**src/rtl/sshooter_snd_pkg.sv**
```systemverilog
// Shared types, Q15 constants and helpers for the sound-chain filter blocks.
package sshooter_snd_pkg;

  typedef logic signed [15:0] sample_t;
  typedef logic signed [17:0] coef_t;

  localparam int Q15_SHIFT = 15;
  localparam int Q15_HALF  = 16384;
  localparam int SMP_MAX   = 32767;
  localparam int SMP_MIN   = -32768;

  typedef enum logic [2:0] {
    ST_IDLE,
    ST_M_B1,
    ST_M_B2,
    ST_M_A2,
    ST_FIN
  } iir_st_t;

  function automatic sample_t sat16(input logic signed [35:0] v);
    if (v > 36'(SMP_MAX)) begin
      return sample_t'(SMP_MAX);
    end else if (v < 36'(SMP_MIN)) begin
      return sample_t'(SMP_MIN);
    end else begin
      return v[15:0];
    end
  endfunction

endpackage

```
**src/rtl/snd_sample_div.sv**
```systemverilog
// Sample-rate divider: one-cycle tick every DIV clocks, shared by the sound filters.
module snd_sample_div #(
  parameter int DIV = 128
) (
  input  logic clk,
  input  logic reset,
  output logic tick
);

  localparam int CW = $clog2(DIV);

  logic [CW-1:0] r_cnt;

  assign tick = (r_cnt == CW'(DIV - 1));

  always_ff @(posedge clk) begin
    if (!reset) begin
      r_cnt <= '0;
    end else if (tick) begin
      r_cnt <= '0;
    end else begin
      r_cnt <= r_cnt + CW'(1);
    end
  end

endmodule

```
**src/rtl/sshooter_fm_hpf.sv**
```systemverilog
// First-order Q15 DC-blocking high-pass on the YM2203 FM path.
// One 16x18 multiplier is time-shared across the three filter terms.
module sshooter_fm_hpf
  import sshooter_snd_pkg::*;
#(
  parameter int    DIV = 128,
  parameter coef_t B1  = 18'sd32760,
  parameter coef_t B2  = -18'sd32760,
  parameter coef_t A2  = -18'sd32752
) (
  input  logic    clk,
  input  logic    reset,
  input  sample_t in,
  output sample_t out,
  output logic    out_stb
);

  // state | meaning
  // IDLE  | waiting for tick; x_cur latched on tick
  // M_B1  | acc = B1*x_cur
  // M_B2  | acc += B2*x_prev
  // M_A2  | acc -= A2*y_prev; rounded/saturated result and history registered
  // FIN   | new out presented with out_stb high

  iir_st_t              r_state;
  sample_t              r_x_cur;
  sample_t              r_x_prev;
  sample_t              r_y_prev;
  sample_t              r_out;
  logic                 r_out_stb;
  logic signed [35:0]   r_acc;

  logic                 w_tick;
  sample_t              w_mul_a;
  coef_t                w_mul_b;
  logic signed [33:0]   w_prod;
  logic signed [35:0]   w_prod_ext;
  logic signed [35:0]   w_acc_fin;
  logic signed [35:0]   w_rnd;
  sample_t              w_sat;

  snd_sample_div #(
    .DIV (DIV)
  ) u_div (
    .clk   (clk),
    .reset (reset),
    .tick  (w_tick)
  );

  always_comb begin
    w_mul_a = '0;
    w_mul_b = '0;
    case (r_state)
      ST_M_B1: begin
        w_mul_a = r_x_cur;
        w_mul_b = B1;
      end
      ST_M_B2: begin
        w_mul_a = r_x_prev;
        w_mul_b = B2;
      end
      ST_M_A2: begin
        w_mul_a = r_y_prev;
        w_mul_b = A2;
      end
      default: begin
        w_mul_a = '0;
        w_mul_b = '0;
      end
    endcase
  end

  assign w_prod     = 34'(w_mul_a) * 34'(w_mul_b);
  assign w_prod_ext = 36'(w_prod);
  assign w_acc_fin  = r_acc - w_prod_ext;
  // Round half up, then arithmetic shift floors toward minus infinity.
  assign w_rnd      = (w_acc_fin + 36'(Q15_HALF)) >>> Q15_SHIFT;
  assign w_sat      = sat16(w_rnd);

  // Result is registered on the M_A2 edge so the strobe lands in the FIN cycle.
  always_ff @(posedge clk) begin
    if (!reset) begin
      r_state   <= ST_IDLE;
      r_x_cur   <= '0;
      r_x_prev  <= '0;
      r_y_prev  <= '0;
      r_acc     <= '0;
      r_out     <= '0;
      r_out_stb <= 1'b0;
    end else begin
      r_out_stb <= 1'b0;
      case (r_state)
        ST_IDLE: begin
          if (w_tick) begin
            r_x_cur <= in;
            r_state <= ST_M_B1;
          end
        end
        ST_M_B1: begin
          r_acc   <= w_prod_ext;
          r_state <= ST_M_B2;
        end
        ST_M_B2: begin
          r_acc   <= r_acc + w_prod_ext;
          r_state <= ST_M_A2;
        end
        ST_M_A2: begin
          r_acc     <= w_acc_fin;
          r_out     <= w_sat;
          r_y_prev  <= w_sat;
          r_x_prev  <= r_x_cur;
          r_out_stb <= 1'b1;
          r_state   <= ST_FIN;
        end
        ST_FIN: begin
          r_state <= ST_IDLE;
        end
        default: begin
          r_state <= ST_IDLE;
        end
      endcase
    end
  end

  assign out     = r_out;
  assign out_stb = r_out_stb;

endmodule

```
**config.mk**
```make
export PLATFORM = sky130hd
export DESIGN_NAME = sshooter_fm_hpf
export DESIGN_NICKNAME = d
export VERILOG_FILES = /design/src/rtl/sshooter_snd_pkg.sv /design/src/rtl/snd_sample_div.sv /design/src/rtl/sshooter_fm_hpf.sv
export SDC_FILE = /design/constraint.sdc
export NUM_CORES = 1
export LEC_CHECK = 0
export BUFFER_PORTS_ARGS = -buffer_cell sky130_fd_sc_hd__clkbuf_2
export CORE_UTILIZATION = 45
export CTS_CLUSTER_DIAMETER = 100
export DETAILED_ROUTE_END_ITERATION = 7
export SETUP_SLACK_MARGIN = 0.4
export SLEW_MARGIN = 20
export SYNTH_ARGS = -nofsm -noshare
export SYNTH_HDL_FRONTEND = slang
export SYNTH_SLANG_ARGS = --single-unit
```
**constraint.sdc**
```tcl
create_clock -name clk -period 26.3 [get_ports clk]
set_input_delay 1.315 -clock clk [delete_from_list [all_inputs] [get_ports clk]]
set_output_delay 1.315 -clock clk [all_outputs]
set_load 0.05 [all_outputs]
```
Word-level counts from Yosys, hierarchy flattened
Index checks and enable logic that the tools add are counted.
- register bits after elaboration: 95
- input bits: 18
- output and inout port bits: 17
- word-level logic and storage cells: 32
- add/subtract/negate cells: 4
- $mul: 1
- order comparisons: 2
- equality and inequality tests: 5
- mux-type cells: 8
- bitwise gates (word level): 1
- reduce and logical (&&, ||, !) cells: 4
- operators by type and width (cell ; number):
    $pmux W36 S3 ; 1
    $pmux W18 S3 ; 1
    $pmux W16 S3 ; 1
    $add A36 B16 Y36 const B ; 1
    $add A36 B34 Y36 ; 1
    $sub A36 B34 Y36 ; 1
    $mul A16 B18 Y34 ; 1
    $mux W16 ; 2
    $gt A21 B16 Y1 const B ; 1
    $lt A21 B16 Y1 const B ; 1
    $pmux W3 S4 ; 1
    $add A7 B1 Y7 const B ; 1
    $eq A7 B7 Y1 const B ; 1
    $eq A3 B2 Y1 const B ; 2
    $eq A3 B1 Y1 const B ; 1
    $logic_not A3 Y1 ; 1
    $mux W3 ; 1
    $reduce_bool A3 Y1 ; 1
    $ne A2 B1 Y1 const B ; 1
    $reduce_and A2 Y1 ; 1
    $reduce_or A2 Y1 ; 1
    $mux W1 ; 1
    $not A1 Y1 ; 1

Logic depth before layout (Yosys ltp)
Gate-level depths: netlist (run 1).
- depth after elaboration: 8
- gate-level depth with buffers: 47
- mapped depth without buffers: 43

Cells and area by module
From an unflattened synthesis (run 1), not the netlist that was laid out.
- cell total of the unflattened synthesis: 1730
- area, all modules: 14661.6 um2
- modules (own cells, without submodules) (module ; times used ; cells an instance ; area each (um2) ; sequential area each (um2)):
    sshooter_fm_hpf ; 1 ; 1699 ; 14387.5 ; 1701.6
    snd_sample_div ; 1 ; 31 ; 274.0 ; 140.1

Worst setup path before layout (run 1)
No wires, ideal clock.
- kind: register -> register
- start point: register r_state[2]
- end point: register r_out[7] (netlist: out[7])
- setup time: 67 ps
- data arrival time: 10773 ps
- required time: 26233 ps
- setup slack: 15461 ps
- cell stages (with the launch flop): 47
- path buffers: 5
- period minus slack after synthesis: 10839 ps
- cell sequence: dfxtp_1 inv_1 clkbuf_1 nand2_1 nor2_1 clkbuf_1 clkbuf_1 nand2_1 fa_1 inv_1 fa_1 inv_1 fa_1 inv_1 fa_1 fa_1 inv_1 fa_1 [11 not listed] xor2_1 inv_1 ha_1 clkbuf_1 inv_1 a21oi_1 o21ai_0 a21o_1 a21oi_1 a21oi_1 xnor2_1 nor4b_1 o2111ai_1 mux2i_2 xor2_2 buf_6 o21ai_0 a21oi_2
- cells in the longest elaborated chain, start to end: 8
- elaborated cells between the ends (all ways): 12
- classes of those cells: add/sub (2); mul (1); order compare (2); eq/ne (3); mux (4)
- ends and longest elaborated chain (element ; line ; RTL):
    from (decl) ; sshooter_fm_hpf.sv:25 ; iir_st_t r_state;
    from (signal assigned) ; sshooter_fm_hpf.sv:83 ; r_state <= ST_IDLE;
    from (signal assigned) ; sshooter_fm_hpf.sv:96 ; r_state <= ST_M_B1;
    from (signal assigned) ; sshooter_fm_hpf.sv:101 ; r_state <= ST_M_B2;
    $eq A3 B2 Y1 (tied with other cells) ; sshooter_fm_hpf.sv:53, sshooter_fm_hpf.sv:92 ;
    $pmux W16 S3 / $pmux W18 S3 (equally long branches) ; sshooter_fm_hpf.sv:53 ; case (r_state)
    $mul A16 B18 Y34 ; sshooter_fm_hpf.sv:73 ; assign w_prod = 34'(w_mul_a) * 34'(w_mul_b);
    $sub A36 B34 Y36 ; sshooter_fm_hpf.sv:75 ; assign w_acc_fin = r_acc - w_prod_ext;
    $add A36 B16 Y36 ; sshooter_fm_hpf.sv:77 ; assign w_rnd = (w_acc_fin + 36'(Q15_HALF)) >>> Q15_SHIFT;
    $lt A21 B16 Y1 ; sshooter_snd_pkg.sv:23 ; end else if (v < 36'(SMP_MIN)) begin
    $mux W16 ; sshooter_snd_pkg.sv:23 ;
    $mux W16 ; sshooter_snd_pkg.sv:21 ; if (v > 36'(SMP_MAX)) begin
    to (signal assigned) ; sshooter_fm_hpf.sv:109 ; r_out <= w_sat;
    to (decl) ; sshooter_fm_hpf.sv:29 ; sample_t r_out;
Parallel ways exist; a longest one is shown, timed or not.
A chain may end at the register's enable or synchronous reset.

Final worst setup path (run 1)
- start point: register r_state[0]
- end point: register r_out[1] (netlist: out[1])
The elaborated chain is that of the path after synthesis.

==> results of run 1 <==
-- power by group --
| group | switching [W] | internal (W) | total (W) |
|---|---|---|---|
| clock | 0.0000660 | 0.0000706 | 0.000137 |
| sequential | 0.000000437 | 0.000140 | 0.000140 |
| combinational | 0.0000152 | 0.00000983 | 0.0000251 |
-- placed cells by master, fill, tap and decap left out, types with 5 or more instances in the layout --
cell type / synthesis / final
and2_1: 13 / 13
or2_2: 7 / 7
nand3_1: 16 / 16
a21boi_0: 35 / 35
nor2b_1: 20 / 20
or3_1: 5 / 5
a21o_1: 23 / 23
nor3_1: 27 / 27
o21bai_1: 15 / 15
xnor2_1: 82 / 82
ha_1: 140 / 140
inv_1: 310 / 310
clkbuf_2: 1 / 34
nand4_1: 7 / 7
o221ai_1: 14 / 14
buf_4: 1 / 13
xor2_1: 23 / 23
a211oi_1: 7 / 7
fa_1: 188 / 188
a221oi_1: 7 / 7
clkbuf_16: 0 / 9
dfxtp_1: 92 / 92
and3_1: 12 / 12
nand2b_1: 8 / 8
a21oi_2: 10 / 10
mux2i_1: 12 / 12
o21a_1: 11 / 11
o21ai_0: 108 / 108
a21oi_1: 123 / 123
a22oi_1: 7 / 7
o22ai_1: 6 / 6
nor2_1: 81 / 78
o31ai_1: 8 / 8
o211ai_1: 10 / 10
nand2_1: 176 / 176
-- worst max path at each step --
stage	endpoint	slack, ns	depth (start not counted)	from
floorplan	out[7]	15.46	46	r_state[2]
global placement	out[0]	13.89	38	r_state[1]
detailed placement	out[1]	13.66	39	r_state[1]
CTS	out[1]	13.60	39	r_state[1]
global route	out[1]	12.47	40	r_state[0]
finish	out[1]	13.48	40	r_state[0]
-- registers in the layout, summed over array words and instances, names as in the netlist --
signal       count
out             16
r_acc           33
r_x_cur         16
r_x_prev        16
u_div.r_cnt      7
out_stb          1
r_state          3
-- logic make-up after synthesis --
| logic type | after synthesis |
|---|---|
| xor gates and xnor gates | 106 |
| and+or+nand+nor | 396 |
| buffers and inverters | 385 |
| AOI/OAI and AO/OA | 437 |
| DFF | 92 |
| adders and majority gates | 328 |
| muxes | 16 |
-- stage by stage --
stage	setup slack [ns]	instance area (um2)
finish	13.48	15500
global route	12.47	15500
CTS	13.60	15500
detailed placement	13.66	15200
global placement	13.89	15200
floorplan	15.46	14600
-- layout make-up --
cell class              count  share of cell area (%)
repair buffers             47                    1.73
well taps                 435                    3.52
clock inverters             5                   0.275
clock buffers              11                    1.63
multi-input cells        1283                    73.3
flip-flops and latches     92                    11.9
inverters                 313                    7.59
-- metal layers --
layer	part of all wire, %	GRT usage [%]	vias up
li1	-	-	5738
met1	45	34.5	5837
met2	48	43.8	326
met3	4.7	3.41	61
met4	2.3	6.29	0
met5	0	0	-
==> run_results.csv, run 1 <==
group,metric,value,unit
detailed_routing,post_drt_wl_per_cell,18.8,um
worst_setup_path,critPathMaxStageDelay,0.84,ns
worst_setup_path,required,26.59,ns
final_layout,seq_area,1840,um2
sta,finalCritPeriodShare,48.8,%
logic_synthesis,synthTopCellsByCount,"inv_1, fa_1, nand2_1",
die,rows,65,
clock_tree,cts.clk_slew.worst_paths,0.07,ns
worst_setup_path,crit_type,"reg -> reg",
clock_tree,hold_buffers,0,
logic_synthesis,synth_top_area_share,25.7,%
clock_tree,cts_tree,"done",
worst_setup_path,critPathMaxFanout,19,
clock_tree,clk_latency,0.37,ns
global_routing,grt_pass1_wl,66100,um
clock_tree,numCtsBuffers,9,
worst_setup_path,reg2reg_setup_slack,13.48,ns
logic_synthesis,ys.flop_type,"dfxtp_1",
clock_tree,postCtsSetupBuffers,0,
sta,tns,0,ns
status,status,"complete, no violations",
power,fin_total_pwr,0.000302,W
detailed_routing,drc,0,
placed_design,dp_hpwl,34000,um
final_layout,final_nets,2092,
logic_synthesis,synth-compound-area-share,19.6,%
global_routing,overflow,0,
sta,max_freq,0.0780,GHz
final_layout,final_util,48.7,%
logic_synthesis,synth.most_common_cell,"inv_1",
logic_synthesis,synth_fa_ha_area_share,37.7,%
die,ios,35,
worst_setup_path,crit_arrival,13.11,ns
global_routing,grt_max_degree,89,
sta,slew_headroom,33.3,%
logic_synthesis,async_reset_ff_share,0,%
detailed_routing,antenna_left,0,
die,die_area,33300,um2
logic_synthesis,seq_area_frac_synth,12.6,%
logic_synthesis,synth_edf_count,0,
worst_setup_path,r2r-end,"out[1]",
power,power.density,19.5,nW/um2
logic_synthesis,synth_top_family_by_area,"adder cells",
logic_synthesis,synth_cell_types,85,
worst_hold_path,hold_class,"reg -> reg",
sta,rsz0062_at_grt,"no",
final_layout,fillCellCount,3092,
logic_synthesis,synthCells,1760,
final_layout,area_growth,5.64,%
global_routing,antenna_found_initial,0,
placed_design,gp_congestion,0.954,
worst_hold_path,whs_path_depth,1,
sta,hold_viol_final,0,
logic_synthesis,synthXorXnorAreaFrac,6.39,%
power,peakVddDrop,0.0365,mV
worst_setup_path,start_kind,"flip-flop",
worst_setup_path,reg2reg_from,"r_state[0]",
worst_setup_path,critPathCaptureType,"flip-flop",
worst_setup_path,cpMaxStageDelayCell,"a2111oi_0",
logic_synthesis,synth_simple_gate_area_share,12.6,%
sta,whs,0.447,ns
worst_setup_path,crit_family,"compound AO/OA/AOI/OAI gates",
die,die_w,182,um
final_layout,instances_no_fill,2186,
logic_synthesis,ys_seq_elements,92,
global_routing,grt_usage,25.7,%
clock_tree,clk_path_buf_depth,2,
final_layout,drive_gt1_share,6.17,%
clock_tree,cts_resized,0,
worst_setup_path,crit_buf_inv,10,
die,die_h,182,um
sta,slew_violations,0,
global_routing,grt_pass1_vias,12000,
sta,skew,0.0159,ns
worst_setup_path,r2r_cells,40,
logic_synthesis,synth_area_per_cell,8.32,um2
clock_tree,htree_levels,3,
placed_design,port_buffers,34,
clock_tree,clkSinkCount,92,
logic_synthesis,synthMuxAreaShare,1.14,%
detailed_routing,firstDrtPassIters,6,
sta,worst_pin_slew,0.975,ns
placed_design,dp.cells,2170,
die,initial_utilization,46.1,%
logic_synthesis,yosys.area.top_type,"fa_1",
detailed_routing,vias,12000,
logic_synthesis,synth_nets,2106,
detailed_routing,viasPerCell,5.47,
detailed_routing,wirelength,41000,um
worst_hold_path,min_from,"u_div.r_cnt[0]",
logic_synthesis,yosysWarnings,0,
detailed_routing,drt_iter0_markers,903,
sta,post-route-min-period,12.82,ns
final_layout,antenna_cells,0,
clock_tree,clockRootBuffer,"clkbuf_16",
final_layout,multi_input_area,11300,um2
logic_synthesis,synth_area_leaders,"fa_1, dfxtp_1, ha_1",
worst_setup_path,cp_common_cell,"inv_1",
logic_synthesis,syn_area,14600,um2
worst_hold_path,hold_path_end,"u_div.r_cnt[0]",
sta,setup_violations,0,
power,leakage,7.69,nW
die,core_area,31800,um2
run,drv_cap,0,
No activity file was read; power rests on OpenSTA's default activity.
==> run 2, diff against run 1 <==
clock period = 10.3 ns   (was 26.3 ns; I/O delays follow)
==> run_results.csv, run 2 (same netlist as run 1, synthesis figures left out) <==
group,metric,value,unit
status,status,"complete, no violations",
sta,setup_violations,0,
power,power.density,51.6,nW/um2
sta,fin_ws,0.678,ns
power,leakage,8.40,nW
power,seqPwrFrac,40.3,%
clock_tree,clkSinkCount,92,
final_layout,largest_register_ffs,33,
clock_tree,clockRootBuffer,"clkbuf_16",
power,comb_power_share,8.7,%
worst_setup_path,crit_type,"reg -> reg",
placed_design,dp_hpwl,35300,um
sta,hold_viol_final,0,
die,ios,35,
power,clkPwrFrac,51.0,%
power,internal_power,0.000676,W
detailed_routing,viasPerCell,5.54,
placed_design,gp_congestion,0.944,
final_layout,multi_input_area,12100,um2
die,die_h,182,um
clock_tree,hold_buffers,0,
final_layout,area_growth,17.4,%
final_layout,largest-register,"r_acc",
sta,rsz0062_at_grt,"no",
worst_setup_path,critPathMaxFanout,8,
worst_hold_path,hold_class,"in -> reg",
global_routing,overflow,0,
worst_hold_path,whs_path_depth,3,
run,drv_cap,0,
worst_setup_path,critPathCaptureType,"flip-flop",
power,p_sw_share,23.8,%
die,initial_utilization,46.1,%
final_layout,antenna_cells,0,
clock_tree,numCtsBuffers,9,
worst_hold_path,min_from,"in[10]",
global_routing,grt_usage,27.1,%
final_layout,fillCellCount,3013,
worst_setup_path,r2r_cells,45,
final_layout,drive_gt1_share,18.5,%
worst_setup_path,crit_arrival,9.87,ns
clock_tree,cts.clk_slew.worst_paths,0.07,ns
clock_tree,clk_path_buf_depth,2,
clock_tree,htree_levels,3,
worst_setup_path,cp-startpoint,"r_state[1]",
die,die_area,33300,um2
die,rows,65,
final_layout,final_common_cell,"inv_1",
final_layout,design_area,17200,um2
detailed_routing,vias,12700,
clock_tree,clk_latency,0.37,ns
global_routing,antenna_found_initial,0,
worst_setup_path,cpMaxStageDelayCell,"fa_1",
global_routing,grt_pass1_wl,69200,um
final_layout,instances_no_fill,2285,
sta,slew_headroom,39.6,%
detailed_routing,antenna_left,0,
sta,worst_pin_slew,0.906,ns
placed_design,dpl_cell_area,15500,um2
power,power.switching,0.000211,W
detailed_routing,post_drt_wl_per_cell,19.4,um
sta,slew_violations,0,
placed_design,port_buffers,34,
sta,post-route-min-period,9.62,ns
power,peakVddDrop,0.0835,mV
sta,whs,0.383,ns
detailed_routing,firstDrtPassIters,6,
placed_design,post-place-ws,-0.391,ns
final_layout,final_cell_mix,"inv_1, fa_1, nand2_1",
detailed_routing,drc,0,
die,core_area,31800,um2
global_routing,grt_max_degree,89,
global_routing,grt_pass1_vias,12500,
final_layout,seq_area,1850,um2
detailed_routing,wirelength,44300,um
sta,max_freq,0.104,GHz
placed_design,dp.cells,2207,
final_layout,final_nets,2191,
sta,finalCritPeriodShare,93.4,%
worst_setup_path,cp_common_cell,"fa_1",
worst_setup_path,critPathMaxStageDelay,0.56,ns
clock_tree,cts_tree,"done",
worst_setup_path,start_kind,"flip-flop",
worst_setup_path,required,10.55,ns
detailed_routing,drt_iter0_markers,1094,
worst_setup_path,reg2reg_from,"r_state[1]",
die,die_w,182,um
sta,skew,0.0194,ns
==> run 2: changes by cell type in the layout (fill, tap and decap cells not counted), sizes merged <==
cell and change:
buf +98, bufinv +5, clkbuf -1, clkinv -3, clkinvlp +1, inv -1
==> run 2: worst paths after layout <==
kind	to	slack, ns
min reg2reg	u_div.r_cnt[0]	0.45
min	r_x_cur[10]	0.38
max reg2reg	out[0]	0.68
max	out[0]	0.68
==> run 2: layout make-up <==
| type | instances | area share [%] |
|---|---|---|
| clock buffers | 9 | 1.31 |
| clock inverters | 7 | 0.946 |
| inverters | 313 | 6.88 |
| multi-input cells | 1283 | 70.3 |
| flip-flops and latches | 92 | 10.8 |
| well taps | 435 | 3.16 |
| repair buffers | 146 | 6.66 |
==> run 2: stage by stage <==
step / TNS [ns] / util, % / total power (W)
floorplan: 0 / - / 0.000414
global placement: -2.37 / 48.8 / 0.000432
detailed placement: -5.53 / 48.8 / 0.000432
CTS: 0 / 51.5 / 0.000884
global route: 0 / 54.1 / 0.000909
finish: 0 / 54.1 / 0.000887
==> run 2: worst max-delay path: cells and delay by family (launching register included) <==
kind,cells,cell delay [ns]
AO/OA/AOI/OAI,16,2.70
AND/OR/NAND/NOR,5,0.80
multiplexers,1,0.19
buffers and inverters,13,1.44
adder cells (fa/ha/maj),8,3.53
flip-flops,1,0.38
XOR/XNOR,2,0.45
==> run 2: metal layers <==
layer | vias to the layer above | part of all wire, % | track usage [%]
met5 | - | 0 | 0
met4 | 0 | 2.8 | 7.83
met3 | 75 | 5.8 | 3.47
met2 | 406 | 48 | 45.9
met1 | 6225 | 43 | 36.2
li1 | 5944 | - | -
==> run 2: power groups by stage <==
stage / logic, W / registers [W] / clock network, W
6_report: 0.0000770 / 0.000357 / 0.000453
3_3_place_gp: 0.0000657 / 0.000366 / 0
2_1_floorplan: 0.0000484 / 0.000366 / 0
3_5_place_dp: 0.0000661 / 0.000366 / 0
5_1_grt: 0.0000832 / 0.000357 / 0.000468
4_1_cts: 0.0000707 / 0.000357 / 0.000456
==> run 2: what timing repair did <==
item | CTS | global route
setup endpoints to repair | 19 | 19
resized for setup | 74 | 116
pin swaps | 28 | 72
buffers inserted | 23 | 36
cloned | 2 | 1
==> run 3, diff against run 2 <==
CORE_UTILIZATION = 59   (was 45)
PLACE_DENSITY = 0.79   (was default)
==> run_results.csv, run 3 (same netlist as run 1, synthesis figures left out) <==
group,metric,value,unit
worst_hold_path,hold_path_end,"r_x_cur[7]",
final_layout,final_cell_mix,"inv_1, fa_1, nand2_1",
placed_design,dp_hpwl,34400,um
clock_tree,clockRootBuffer,"clkbuf_16",
clock_tree,clk_latency,0.37,ns
worst_setup_path,critPathCaptureType,"flip-flop",
die,die_h,160,um
worst_setup_path,required,10.55,ns
clock_tree,cts_tree,"done",
global_routing,grt_pass1_wl,68000,um
power,peakVddDrop,0.0671,mV
sta,slew_violations,0,
clock_tree,numCtsBuffers,9,
clock_tree,clkSinkCount,92,
worst_setup_path,r2r_cells,43,
sta,worst_pin_slew,0.911,ns
global_routing,grt_pass1_vias,12800,
status,status,"complete, no violations",
detailed_routing,drc,0,
sta,hold_viol_final,0,
detailed_routing,wirelength,43600,um
placed_design,gp_congestion,0.986,
worst_hold_path,hold_class,"in -> reg",
die,ios,35,
power,leakage,8.28,nW
worst_setup_path,reg2reg_from,"r_state[2]",
clock_tree,cts.clk_slew.worst_paths,0.07,ns
sta,whs,0.374,ns
sta,finalCritPeriodShare,94.8,%
global_routing,antenna_found_initial,0,
detailed_routing,post_drt_wl_per_cell,20.1,um
detailed_routing,antenna_left,0,
sta,skew,0.00984,ns
placed_design,dpl_cell_area,15400,um2
placed_design,port_buffers,34,
die,die_area,25500,um2
final_layout,area_growth,14.3,%
worst_setup_path,critPathMaxFanout,8,
die,die_w,160,um
detailed_routing,drt_iter0_markers,1304,
worst_setup_path,reg2reg_setup_slack,0.54,ns
final_layout,largest_register_ffs,33,
final_layout,drive_gt1_share,16.8,%
global_routing,overflow,0,
sta,post-route-min-period,9.76,ns
sta,max_freq,0.102,GHz
sta,setup_violations,0,
sta,slew_headroom,39.3,%
worst_setup_path,r2r-end,"out[8]",
detailed_routing,firstDrtPassIters,6,
power,fin_total_pwr,0.000816,W
clock_tree,clk_path_buf_depth,2,
worst_setup_path,crit_type,"reg -> reg",
die,initial_utilization,60.2,%
worst_setup_path,critPathMaxStageDelay,0.66,ns
clock_tree,htree_levels,3,
worst_setup_path,start_kind,"flip-flop",
worst_setup_path,cp_common_cell,"inv_1",
final_layout,antenna_cells,0,
detailed_routing,vias,13000,
worst_hold_path,whs_path_depth,3,
final_layout,fillCellCount,1932,
die,core_area,24300,um2
worst_setup_path,cpMaxStageDelayCell,"fa_2",
final_layout,largest-register,"r_acc",
final_layout,final_common_cell,"inv_1",
final_layout,multi_input_area,11900,um2
worst_hold_path,min_from,"in[7]",
global_routing,grt_usage,34.2,%
power,power.density,48.7,nW/um2
detailed_routing,viasPerCell,5.96,
final_layout,seq_area,1850,um2
global_routing,grt_max_degree,89,
run,drv_cap,0,
worst_setup_path,crit_arrival,10.01,ns
final_layout,design_area,16700,um2
final_layout,final_nets,2191,
sta,rsz0062_at_grt,"yes",
die,rows,57,
-- run 3: metrics by stage --
step                worst slack, ns  TNS (ns)  utilization (%)  cells
global route                  0.177         0             68.8   2174
floorplan                     0.407         0                -   1760
global placement             0.0151         0             63.5   2107
finish                        0.540         0             68.8   2174
detailed placement           -0.360     -4.81             63.5   2107
CTS                           0.403         0             65.7   2133
-- run 3: worst max-delay path by stage --
stage	slack, ns	cells past startpoint	endpoint	from
floorplan	0.41	45	out[7]	r_state[2]
global placement	0.02	42	out[2]	r_state[2]
detailed placement	-0.36	42	out[2]	r_state[2]
CTS	0.40	40	out[2]	r_state[2]
global route	0.18	45	out[8]	r_state[2]
finish	0.54	43	out[8]	r_state[2]
-- run 3: power breakdown --
part	internal, W	switching, W	leakage (nW)
Clock	0.000214	0.000168	0.152
Sequential	0.000356	0.00000112	0.743
Combinational	0.0000316	0.0000443	7.38
Total	0.000602	0.000214	8.28
-- run 3: routing by layer --
| metal | vias to the layer above | wire length (um) | global-route usage [%] |
|---|---|---|---|
| li1 | 5945 | - | - |
| met1 | 6271 | 17900 | 45.2 |
| met4 | 0 | 2090 | 14.5 |
| met5 | - | 0 | 0 |
| met3 | 150 | 3060 | 4.27 |
| met2 | 590 | 20600 | 56.7 |
-- run 3: critical path: cells and delay by family, from the launching register on --
kind	cells	cell delay, ns
AO/OA/AOI/OAI	13	2.75
XOR/XNOR	3	0.43
multiplexers	1	0.20
adder cells (fa/ha/maj)	8	3.43
AND/OR/NAND/NOR	8	1.15
flip-flops	1	0.34
buffers and inverters	10	1.31
-- run 3: final cells by class --
cell class	instances	share of cell area, %
multi-input combinational	1284	70.9
clock inverter	7	0.583
inverter	313	7.13
tap	324	2.42
timing repair buffer	145	6.56
sequential	92	11.1
clock buffer	9	1.35
-- run 3: repair_timing --
item / in CTS / in global routing
endpoints found under the hold margin: 0 / 0
gates cloned: 1 / 3
hold buffers: 0 / 0
resized for setup: 40 / 120
buffers inserted: 9 / 38
pin swaps: 15 / 62
setup endpoints to repair: 18 / 20
